--- src/rtl/wrr_arbiter_core.sv ---
// Weighted round-robin arbiter core.
// A single FSM (ARB/SERVE) plus a per-slice credit counter replaces separate
// grant/weight/count load sequencing. Each requester owns a programmable
// weight; the winner holds the grant for up to weight cycles, then priority
// rotates to the index after the winner.
module wrr_arbiter_core #(
  parameter int unsigned N  = 8,
  parameter int unsigned WW = 4,
  parameter int unsigned IW = 3
) (
  input  logic          clk,
  input  logic          reset,
  input  logic [N-1:0]  request,
  input  logic          enable,
  input  logic          cfg_we,
  input  logic [IW-1:0] cfg_idx,
  input  logic [WW-1:0] cfg_weight,
  output logic [N-1:0]  grant,
  output logic          grant_valid,
  output logic [IW-1:0] grant_idx,
  output logic          burst_done,
  output logic          busy
);

  typedef enum logic [0:0] {StArb, StServe} state_e;

  state_e        state_q, state_d;
  logic [WW-1:0] weight_q [N];
  logic [IW-1:0] ptr_q, ptr_d;
  logic [WW-1:0] count_q, count_d;
  logic [N-1:0]  grant_q, grant_d;
  logic          grant_valid_q, grant_valid_d;
  logic [IW-1:0] grant_idx_q, grant_idx_d;
  logic          burst_done_q, burst_done_d;

  logic [N-1:0]  eligible;
  logic          win_found;
  logic [IW-1:0] win_idx;
  logic          slice_end;

  // Requesters with a zero weight are masked out of arbitration.
  always_comb begin
    eligible = '0;
    for (int unsigned i = 0; i < N; i++) begin
      eligible[i] = request[i] && (weight_q[i] != '0);
    end
  end

  // Rotating priority search starting at ptr; IW-bit addition wraps modulo N.
  always_comb begin
    logic [IW-1:0] cand;
    cand      = '0;
    win_found = 1'b0;
    win_idx   = '0;
    for (int unsigned k = 0; k < N; k++) begin
      cand = ptr_q + IW'(k);
      if (!win_found && eligible[cand]) begin
        win_found = 1'b1;
        win_idx   = cand;
      end
    end
  end

  // Slice ends on the last credit or as soon as the winner releases its request.
  assign slice_end = (count_q == WW'(1)) || !request[grant_idx_q];

  // Weight table: writable in any state; a running slice keeps its loaded count.
  always_ff @(posedge clk or negedge reset) begin
    if (!reset) begin
      for (int unsigned i = 0; i < N; i++) begin
        weight_q[i] <= WW'(1);
      end
    end else if (cfg_we) begin
      weight_q[cfg_idx] <= cfg_weight;
    end
  end

  // FSM state register.
  always_ff @(posedge clk or negedge reset) begin
    if (!reset) begin
      state_q <= StArb;
    end else begin
      state_q <= state_d;
    end
  end

  // FSM next-state logic; enable only gates the start of a new slice.
  always_comb begin
    state_d = state_q;
    unique case (state_q)
      StArb:   if (enable && win_found) state_d = StServe;
      StServe: if (slice_end) state_d = StArb;
      default: state_d = StArb;
    endcase
  end

  // Output and datapath next-state logic (grant, credit counter, pointer).
  always_comb begin
    grant_d       = grant_q;
    grant_valid_d = grant_valid_q;
    grant_idx_d   = grant_idx_q;
    burst_done_d  = 1'b0;
    count_d       = count_q;
    ptr_d         = ptr_q;
    unique case (state_q)
      StArb: begin
        grant_d       = '0;
        grant_valid_d = 1'b0;
        if (enable && win_found) begin
          grant_d[win_idx] = 1'b1;
          grant_valid_d    = 1'b1;
          grant_idx_d      = win_idx;
          count_d          = weight_q[win_idx];
        end
      end
      StServe: begin
        if (slice_end) begin
          grant_d       = '0;
          grant_valid_d = 1'b0;
          burst_done_d  = 1'b1;
          ptr_d         = grant_idx_q + IW'(1);
        end else begin
          count_d = count_q - WW'(1);
        end
      end
      default: begin
        grant_d       = '0;
        grant_valid_d = 1'b0;
      end
    endcase
  end

  // Registered outputs and datapath state; reset aborts any running slice.
  always_ff @(posedge clk or negedge reset) begin
    if (!reset) begin
      grant_q       <= '0;
      grant_valid_q <= 1'b0;
      grant_idx_q   <= '0;
      burst_done_q  <= 1'b0;
      count_q       <= '0;
      ptr_q         <= '0;
    end else begin
      grant_q       <= grant_d;
      grant_valid_q <= grant_valid_d;
      grant_idx_q   <= grant_idx_d;
      burst_done_q  <= burst_done_d;
      count_q       <= count_d;
      ptr_q         <= ptr_d;
    end
  end

  assign grant       = grant_q;
  assign grant_valid = grant_valid_q;
  assign grant_idx   = grant_idx_q;
  assign burst_done  = burst_done_q;
  assign busy        = (state_q == StServe);

endmodule

--- config.mk ---
export PLATFORM = sky130hd
export DESIGN_NAME = wrr_arbiter_core
export DESIGN_NICKNAME = d
export VERILOG_FILES = /design/src/rtl/wrr_arbiter_core.sv
export SDC_FILE = /design/constraint.sdc
export NUM_CORES = 1
export LEC_CHECK = 0
export BUFFER_PORTS_ARGS = -buffer_cell sky130_fd_sc_hd__clkbuf_2
export CAP_MARGIN = 20
export CORE_ASPECT_RATIO = 1.2
export CORE_MARGIN = 2
export CORE_UTILIZATION = 47
export CTS_CLUSTER_DIAMETER = 150
export DETAILED_ROUTE_END_ITERATION = 10
export HOLD_SLACK_MARGIN = 0.1
export PLACE_DENSITY = 0.68
export SYNTH_ARGS = -nofsm -noshare
export SYNTH_HDL_FRONTEND = slang
export SYNTH_SLANG_ARGS = --single-unit
--- constraint.sdc ---
create_clock -name clk -period 5.8 [get_ports clk]
set_input_delay 0.29 -clock clk [delete_from_list [all_inputs] [get_ports clk]]
set_output_delay 0.29 -clock clk [all_outputs]
set_load 0.01 [all_outputs]
==> flow_summary.json, run 1 <==
{
  "status": "completed",
  "viasPerCell": 6.68,
  "tns_ns": 0,
  "final_cell_mix": "dfrtp_1, mux2_2, clkbuf_2",
  "drc_errors": 0,
  "cts.path.max_buffers": 2,
  "ant_nets": 0,
  "r2r-end": "count_q[2]",
  "syn_inst": 381,
  "grt_use_total": 0.273,
  "synthArstFlopShare": 1.00,
  "finalCriticalPeriod_ns": 4.51,
  "rows": 37,
  "antenna_found_initial": 0,
  "first_global_vias": 3480,
  "gp_congestion": 0.986,
  "worst_skew_pair.late_latency_ns": 0.32,
  "arrival_ns": 4.71,
  "relSlewSlack": 0.464,
  "skew_ns": 0.00605,
  "hold_slack_ns": 0.0834,
  "hold_class": "primary input to asynchronous set/reset pin",
  "start_util": 0.482,
  "syn-cell-area_um2": 4110,
  "final.period_utilization": 0.777,
  "ys_warn_count": 0,
  "antenna_cells": 0,
  "worst_pin_slew_ns": 0.795,
  "cts_resized": 0,
  "finalNetCount": 433,
  "clk_pin_slew_ns": 0.09,
  "wl_per_cell_um": 23.1,
  "core_area_um2": 8520,
  "h-tree-depth": 2,
  "cts.sinks": 53,
  "cts_tree": "done",
  "dieHeight_um": 106,
  "syn_nets": 405,
  "cts-buffers-inserted": 5,
  "r2r-start": "ptr_q[1]",
  "rsz0062_at_grt": "no",
  "grt_max_degree": 54,
  "grt_pass1_wl_um": 19400,
  "drt-initial-drc-count": 289,
  "io_buffer_count": 32,
  "reg2reg_slack_ns": 1.29,
  "wirelength_um": 12200,
  "floorplan.die_area_um2": 9500,
  "yosys_most_used_dff": "dfrtp_1",
  "firstDrtPassIters": 5,
  "hold_buffers": 0,
  "synth_seq_cells": 53,
  "avgSynthCellArea_um2": 10.8,
  "hpwl_um": 9180,
  "crit_fanout": 16,
  "finalMaxSlewViolations": 0,
  "setup_viol": 0,
  "maxCapViolCount": 0,
  "synth.distinct_cells": 74,
  "stdcell_count": 527,
  "worstPathRequired_ns": 6.00,
  "area_delta_synth_final_pct": 8.32,
  "fmax_mhz": 222,
  "root_buffer": "clkbuf_8",
  "reg2reg_depth": 13,
  "final_common_cell": "dfrtp_1",
  "overflow": 0,
  "seq_area_frac_synth": 0.325,
  "vias": 3522,
  "die_w_um": 89.3,
  "endpoint_kind": "flip-flop",
  "placed_cells": 519,
  "post_cts.repair.setup_buffers": 0,
  "synth_enable_flop_cells": 0,
  "worstSetupPathType": "flip-flop to flip-flop",
  "num_io_pins": 33,
  "drive_gt1_frac": 0.310,
  "finalHoldViolations": 0,
  "start_kind": "flip-flop"
}
-- per-stage QoR --
stage | cell area, um2 | setup WS (ns) | utilization
2_1_floorplan | 4110 | 2.05 | -
3_3_place_gp | 4370 | 1.41 | 0.512
3_5_place_dp | 4370 | 1.38 | 0.512
4_1_cts | 4450 | 1.40 | 0.522
5_1_grt | 4450 | 1.04 | 0.522
6_report | 4450 | 1.29 | 0.522
-- layout make-up --
type / count / area (um2)
fillers: 799 / 4070
multi-input cells: 298 / 2630
flip-flops and latches: 53 / 1340
repair buffers: 37 / 198
well taps: 117 / 146
clock buffers: 6 / 72.6
inverters: 14 / 52.6
clock inverters: 2 / 10.0
-- cells in the mapped netlist, drive strengths merged (6+ instances only) --
library cell	n	share of area
mux2i	28	0.071
nor2	19	0.017
o21ai	20	0.024
nand3	27	0.033
o41ai	8	0.030
a211oi	7	0.014
nor3	6	0.0073
mux4	16	0.090
a21oi	19	0.024
mux2	36	0.10
inv	13	0.012
dfrtp	45	0.27
o41a	9	0.025
nand2	19	0.021
a22o	6	0.013
buf	13	0.018
dfstp	8	0.051
-- cell families (layout without fill, tap and decap cells) --
family / Yosys count / count (layout) / synth area share
buf+inv: 30 / 59 / 0.0335
compound gates: 111 / 111 / 0.230
mux: 80 / 80 / 0.261
xor+xnor: 4 / 4 / 0.00853
flops: 53 / 53 / 0.325
fa+ha+maj: 5 / 5 / 0.0152
simple gates: 98 / 98 / 0.126
-- how the worst max path moves through the flow --
stage / cells past startpoint / slack (ns) / start / to
after floorplan: 14 / 2.05 / ptr_q[1] / count_q[0]
after global routing: 12 / 1.04 / ptr_q[0] / count_q[3]
after global placement: 13 / 1.41 / ptr_q[1] / count_q[2]
final: 13 / 1.29 / ptr_q[1] / count_q[2]
after detailed placement: 13 / 1.38 / ptr_q[1] / count_q[2]
after CTS: 13 / 1.40 / ptr_q[1] / count_q[2]
-- routing by layer --
layer,vias up,wire [um],track usage
li1,1570,-,-
met5,-,0,0
met1,1780,5030,0.361
met3,37,552,0.0303
met2,135,6100,0.444
met4,0,503,0.123
-- worst max-delay path, cell delays in order, from the launching register on --
cell      delay (ns)
dfrtp_1         0.33
buf_4           0.25
inv_2           0.17
ha_1            0.70
inv_1           0.39
mux2i_1         0.22
a222oi_1        0.59
a22oi_1         0.19
o41a_1          0.36
o22ai_1         0.25
a21o_1          0.35
mux2i_1         0.30
mux2_2          0.21
o211ai_2        0.07
-- registers in the layout (all words and copies together) (netlist names) --
signal,cells
burst_done,1
busy,1
count_q,4
grant,8
grant_idx,3
grant_valid,1
ptr_q,3
weight_q,32
Power of run 1 is left out: the tool's default activity adds up to more than one toggle a clock period on the data nets, which glitch-free logic cannot reach.
==> run 2, diff against run 1 <==
PLACE_DENSITY = 0.71   (was 0.68)
clock period = 4.13 ns   (was 5.8 ns; I/O delays follow)
==> flow_summary.json, run 2 (synthesis results as in run 1) <==
{
  "firstDrtPassIters": 6,
  "path_buf_inv": 3,
  "clk_pin_slew_ns": 0.09,
  "drt-initial-drc-count": 290,
  "hpwl_um": 9130,
  "skew_ns": 0.0109,
  "drc_errors": 0,
  "total_power_w": 0.00449,
  "rsz0062_at_grt": "no",
  "status": "completed",
  "overflow": 0,
  "cts-buffers-inserted": 5,
  "antenna_cells": 0,
  "cts.sinks": 53,
  "first_global_vias": 3443,
  "top_register": "weight_q",
  "power.density_nw_per_um2": 981,
  "setup_viol": 0,
  "arrival_ns": 4.10,
  "finalCriticalPeriod_ns": 3.86,
  "path_delay_family": "compound AO/OA/AOI/OAI gates",
  "critical-path-slowest-cell": "a222oi_1",
  "ant_nets": 0,
  "worstPathRequired_ns": 4.37,
  "final_cell_mix": "dfrtp_1, mux2_2, clkbuf_2",
  "fmax_mhz": 259,
  "grt_max_degree": 54,
  "floorplan.die_area_um2": 9500,
  "num_io_pins": 33,
  "start_kind": "flip-flop",
  "finalNetCount": 450,
  "final_common_cell": "dfrtp_1",
  "dieHeight_um": 106,
  "max-vdd-ir-drop_uv": 412,
  "viasPerCell": 6.71,
  "worst_pin_slew_ns": 0.731,
  "wl_per_cell_um": 22.0,
  "die_w_um": 89.3,
  "io_buffer_count": 32,
  "max_stage_delay_ns": 0.51,
  "grt_use_total": 0.263,
  "wirelength_um": 12000,
  "path_cells": "clkinv_1 > ha_1 > inv_1 > a2bb2oi_1 > a222oi_1 > buf_4 > a22oi_1 > o41a_1 > o22ai_1 > a21o_1 > mux2i_1 > mux2_2 > a211oi_2",
  "h-tree-depth": 2,
  "p_leak_nw": 1.91,
  "area_delta_synth_final_pct": 11.4,
  "gp_congestion": 1.02,
  "root_buffer": "clkbuf_8",
  "post_cts.repair.setup_buffers": 0,
  "tns_ns": 0,
  "hold_class": "primary input to flip-flop",
  "relSlewSlack": 0.509,
  "cts_tree": "done",
  "rows": 37,
  "maxCapViolCount": 0,
  "start_util": 0.482,
  "drive_gt1_frac": 0.330,
  "worst_skew_pair.late_latency_ns": 0.31,
  "n_fill_cell": 778,
  "core_area_um2": 8520,
  "antenna_found_initial": 0,
  "grt_pass1_wl_um": 18700,
  "cts.path.max_buffers": 2,
  "vias": 3650,
  "final.period_utilization": 0.936,
  "crit_fanout": 11,
  "largest_reg_flops": 32,
  "finalHoldViolations": 0,
  "final_util": 0.537,
  "finalMaxSlewViolations": 0,
  "worstSetupPathType": "flip-flop to flip-flop",
  "endpoint_kind": "flip-flop"
}
[run 2: timing repair]
item                                    4_1_cts  5_1_grt
resized for setup                             0        0
hold buffers                                  1        0
endpoints found under the hold margin        45        0
endpoints found under the setup margin        0        0
[run 2: area by class of cell]
cell class / count / area, um2 / share of cell area
multi-input cells: 298 / 2630 / 0.575
well taps: 117 / 146 / 0.0320
inverters: 14 / 52.6 / 0.0115
repair buffers: 54 / 328 / 0.0716
flip-flops and latches: 53 / 1340 / 0.292
clock buffers: 8 / 80.1 / 0.0175
[run 2: power by group]
group,switching [W],internal (W)
clock,0.000161,0.000121
combinational,0.00189,0.00139
sequential,0.000237,0.000693
total,0.00229,0.00221
[run 2: worst reg2reg max path: stages, from the launching register on]
cell and delay [ns]:
dfrtp_1 0.39, clkinv_1 0.09, ha_1 0.39, inv_1 0.42
a2bb2oi_1 0.15, a222oi_1 0.51, buf_4 0.23, a22oi_1 0.10
o41a_1 0.34, o22ai_1 0.23, a21o_1 0.36, mux2i_1 0.13
mux2_2 0.28, a211oi_2 0.17
[run 2: worst paths after layout]
kind                               startpoint      endpoint  slack, ns  depth (start not counted)
worst max-delay path                 ptr_q[0]    count_q[3]       0.27                         13
worst min-delay path            cfg_weight[3]  weight_q[15]       0.26                          2
worst max register to register       ptr_q[0]    count_q[3]       0.27                         13
worst min register to register    grant_valid   grant_valid       0.49                          2
max in group asynchronous               reset      grant[0]       3.13                          3
min in group asynchronous               reset   weight_q[9]       0.53                          3
[run 2: stage by stage]
stage / area, um2 / hold WS [ns] / std cells / setup WS (ns)
floorplan: 4110 / -0.0891 / 381 / 0.381
global placement: 4490 / 0.355 / 535 / 0.423
detailed placement: 4490 / 0.371 / 535 / 0.359
CTS: 4580 / 0.262 / 544 / 0.334
global route: 4580 / 0.283 / 544 / 0.0720
finish: 4580 / 0.258 / 544 / 0.266
[run 2: layer usage]
metal / wire length [um] / GRT usage
met1: 4600 / 0.330
met5: 0 / 0
met4: 748 / 0.151
met2: 5790 / 0.421
met3: 832 / 0.0435
No activity file was read; power rests on OpenSTA's default activity.
==> run 3, diff against run 2 <==
CORE_MARGIN = unset   (was 2)
SETUP_SLACK_MARGIN = 0.1   (was unset)
==> flow_summary.json, run 3 (synthesis results as in run 1) <==
{
  "clk_pin_slew_ns": 0.10,
  "p_int_w": 0.00221,
  "crit_fanout": 8,
  "start_kind": "flip-flop",
  "final_common_cell": "dfrtp_1",
  "p_sw_frac": 0.512,
  "drt-initial-drc-count": 246,
  "viasPerCell": 6.53,
  "root_buffer": "clkbuf_8",
  "multi_input_area_um2": 2630,
  "first_global_vias": 3539,
  "fmax_mhz": 266,
  "worstSetupPathType": "flip-flop to flip-flop",
  "grt_use_total": 0.287,
  "drc_errors": 0,
  "antenna_cells": 0,
  "arrival_ns": 3.98,
  "status": "completed",
  "total_power_w": 0.00453,
  "worst_skew_pair.late_latency_ns": 0.31,
  "grt_max_degree": 54,
  "final.period_utilization": 0.910,
  "top_register": "weight_q",
  "power_frac_seq": 0.201,
  "overflow": 0,
  "drive_gt1_frac": 0.337,
  "seq_area_um2": 1340,
  "tns_ns": 0,
  "num_io_pins": 33,
  "finalMaxSlewViolations": 0,
  "dieHeight_um": 104,
  "path_delay_family": "compound AO/OA/AOI/OAI gates",
  "relSlewSlack": 0.484,
  "area_delta_synth_final_pct": 11.9,
  "start_util": 0.482,
  "skew_ns": 0.00723,
  "worst_pin_slew_ns": 0.773,
  "rsz0062_at_grt": "no",
  "gp_congestion": 0.964,
  "ant_nets": 0,
  "cts_tree": "done",
  "rows": 37,
  "io_buffer_count": 32,
  "n_fill_cell": 773,
  "vias": 3552,
  "cts-buffers-inserted": 5,
  "final_cell_mix": "dfrtp_1, mux2_2, clkbuf_2",
  "worstPathRequired_ns": 4.36,
  "path_cells": "inv_2 > ha_1 > xor2_1 > nor2_1 > a222oi_1 > buf_4 > a22oi_1 > o41a_1 > o22ai_1 > a21o_1 > mux2i_1 > mux2_2 > a211oi_2",
  "pwr-share-comb": 0.729,
  "floorplan.die_area_um2": 9120,
  "firstDrtPassIters": 5,
  "hold_class": "primary input to flip-flop",
  "setup_viol": 0,
  "wl_per_cell_um": 22.5,
  "endpoint_kind": "flip-flop",
  "grt_pass1_wl_um": 19600,
  "core_area_um2": 8520,
  "finalHoldViolations": 0,
  "p_leak_nw": 1.92,
  "die_w_um": 87.3,
  "antenna_found_initial": 0,
  "largest_reg_flops": 32,
  "critical-path-slowest-cell": "xor2_1",
  "finalCriticalPeriod_ns": 3.76,
  "switchingPower_w": 0.00232,
  "max-vdd-ir-drop_uv": 408,
  "wirelength_um": 12200,
  "h-tree-depth": 2,
  "max_stage_delay_ns": 0.47,
  "hpwl_um": 9490,
  "power.density_nw_per_um2": 986,
  "finalNetCount": 450,
  "pwr-share-clk": 0.070,
  "path_buf_inv": 2,
  "cts.path.max_buffers": 2,
  "cts.sinks": 53,
  "maxCapViolCount": 0
}
-- run 3: worst reg2reg max path, stage by stage (launching register included) --
cell      delay, ns
dfrtp_1        0.40
inv_2          0.08
ha_1           0.38
xor2_1         0.47
nor2_1         0.08
a222oi_1       0.37
buf_4          0.21
a22oi_1        0.08
o41a_1         0.34
o22ai_1        0.26
a21o_1         0.37
mux2i_1        0.16
mux2_2         0.29
a211oi_2       0.18
-- run 3: what timing repair did --
action | 4_1_cts | 5_1_grt
gates resized for setup | 0 | 0
hold buffers | 1 | 0
setup buffers | 0 | 0
hold endpoints to repair | 45 | 0
-- run 3: worst paths after layout --
check                         startpoint           end  slack, ns  cells after the start
max                             ptr_q[1]    count_q[3]       0.37                     13
min                        cfg_weight[2]  weight_q[14]       0.29                      2
max reg2reg                     ptr_q[1]    count_q[3]       0.37                     13
min reg2reg                  grant_valid   grant_valid       0.50                      2
max in group asynchronous          reset  weight_q[21]       3.12                      3
min in group asynchronous          reset      ptr_q[0]       0.54                      3
-- run 3: layer usage --
metal / share of wire / vias up / wire length [um] / GRT usage
li1: - / 1614 / - / -
met1: 0.40 / 1775 / 4920 / 0.364
met2: 0.50 / 127 / 6120 / 0.469
met3: 0.045 / 36 / 553 / 0.0413
met4: 0.051 / 0 / 621 / 0.146
met5: 0 / - / 0 / 0
-- run 3: power by group through the flow --
stage	clock network, W	registers [W]	logic (W)
after floorplan	0	0.000853	0.00246
after global placement	0	0.000914	0.00323
after detailed placement	0	0.000920	0.00325
after CTS	0.000322	0.000909	0.00327
after global routing	0.000344	0.000939	0.00357
final	0.000318	0.000912	0.00330
-- run 3: layout make-up --
class	count	share of cell area
clock buffer	6	0.0180
clock inverter	2	0.00381
inverter	14	0.0114
multi-input combinational	298	0.573
sequential	53	0.291
tap	117	0.0319
timing repair buffer	54	0.0713
-- run 3: through the flow --
step | hold slack [ns] | cell area, um2 | setup WS [ns] | util | std cells
after floorplan | -0.0891 | 4110 | 0.381 | - | 381
final | 0.287 | 4600 | 0.372 | 0.540 | 544
after CTS | 0.290 | 4600 | 0.459 | 0.540 | 544
after global placement | 0.361 | 4490 | 0.498 | 0.527 | 535
after global routing | 0.280 | 4600 | 0.247 | 0.540 | 544
after detailed placement | 0.371 | 4490 | 0.479 | 0.527 | 535
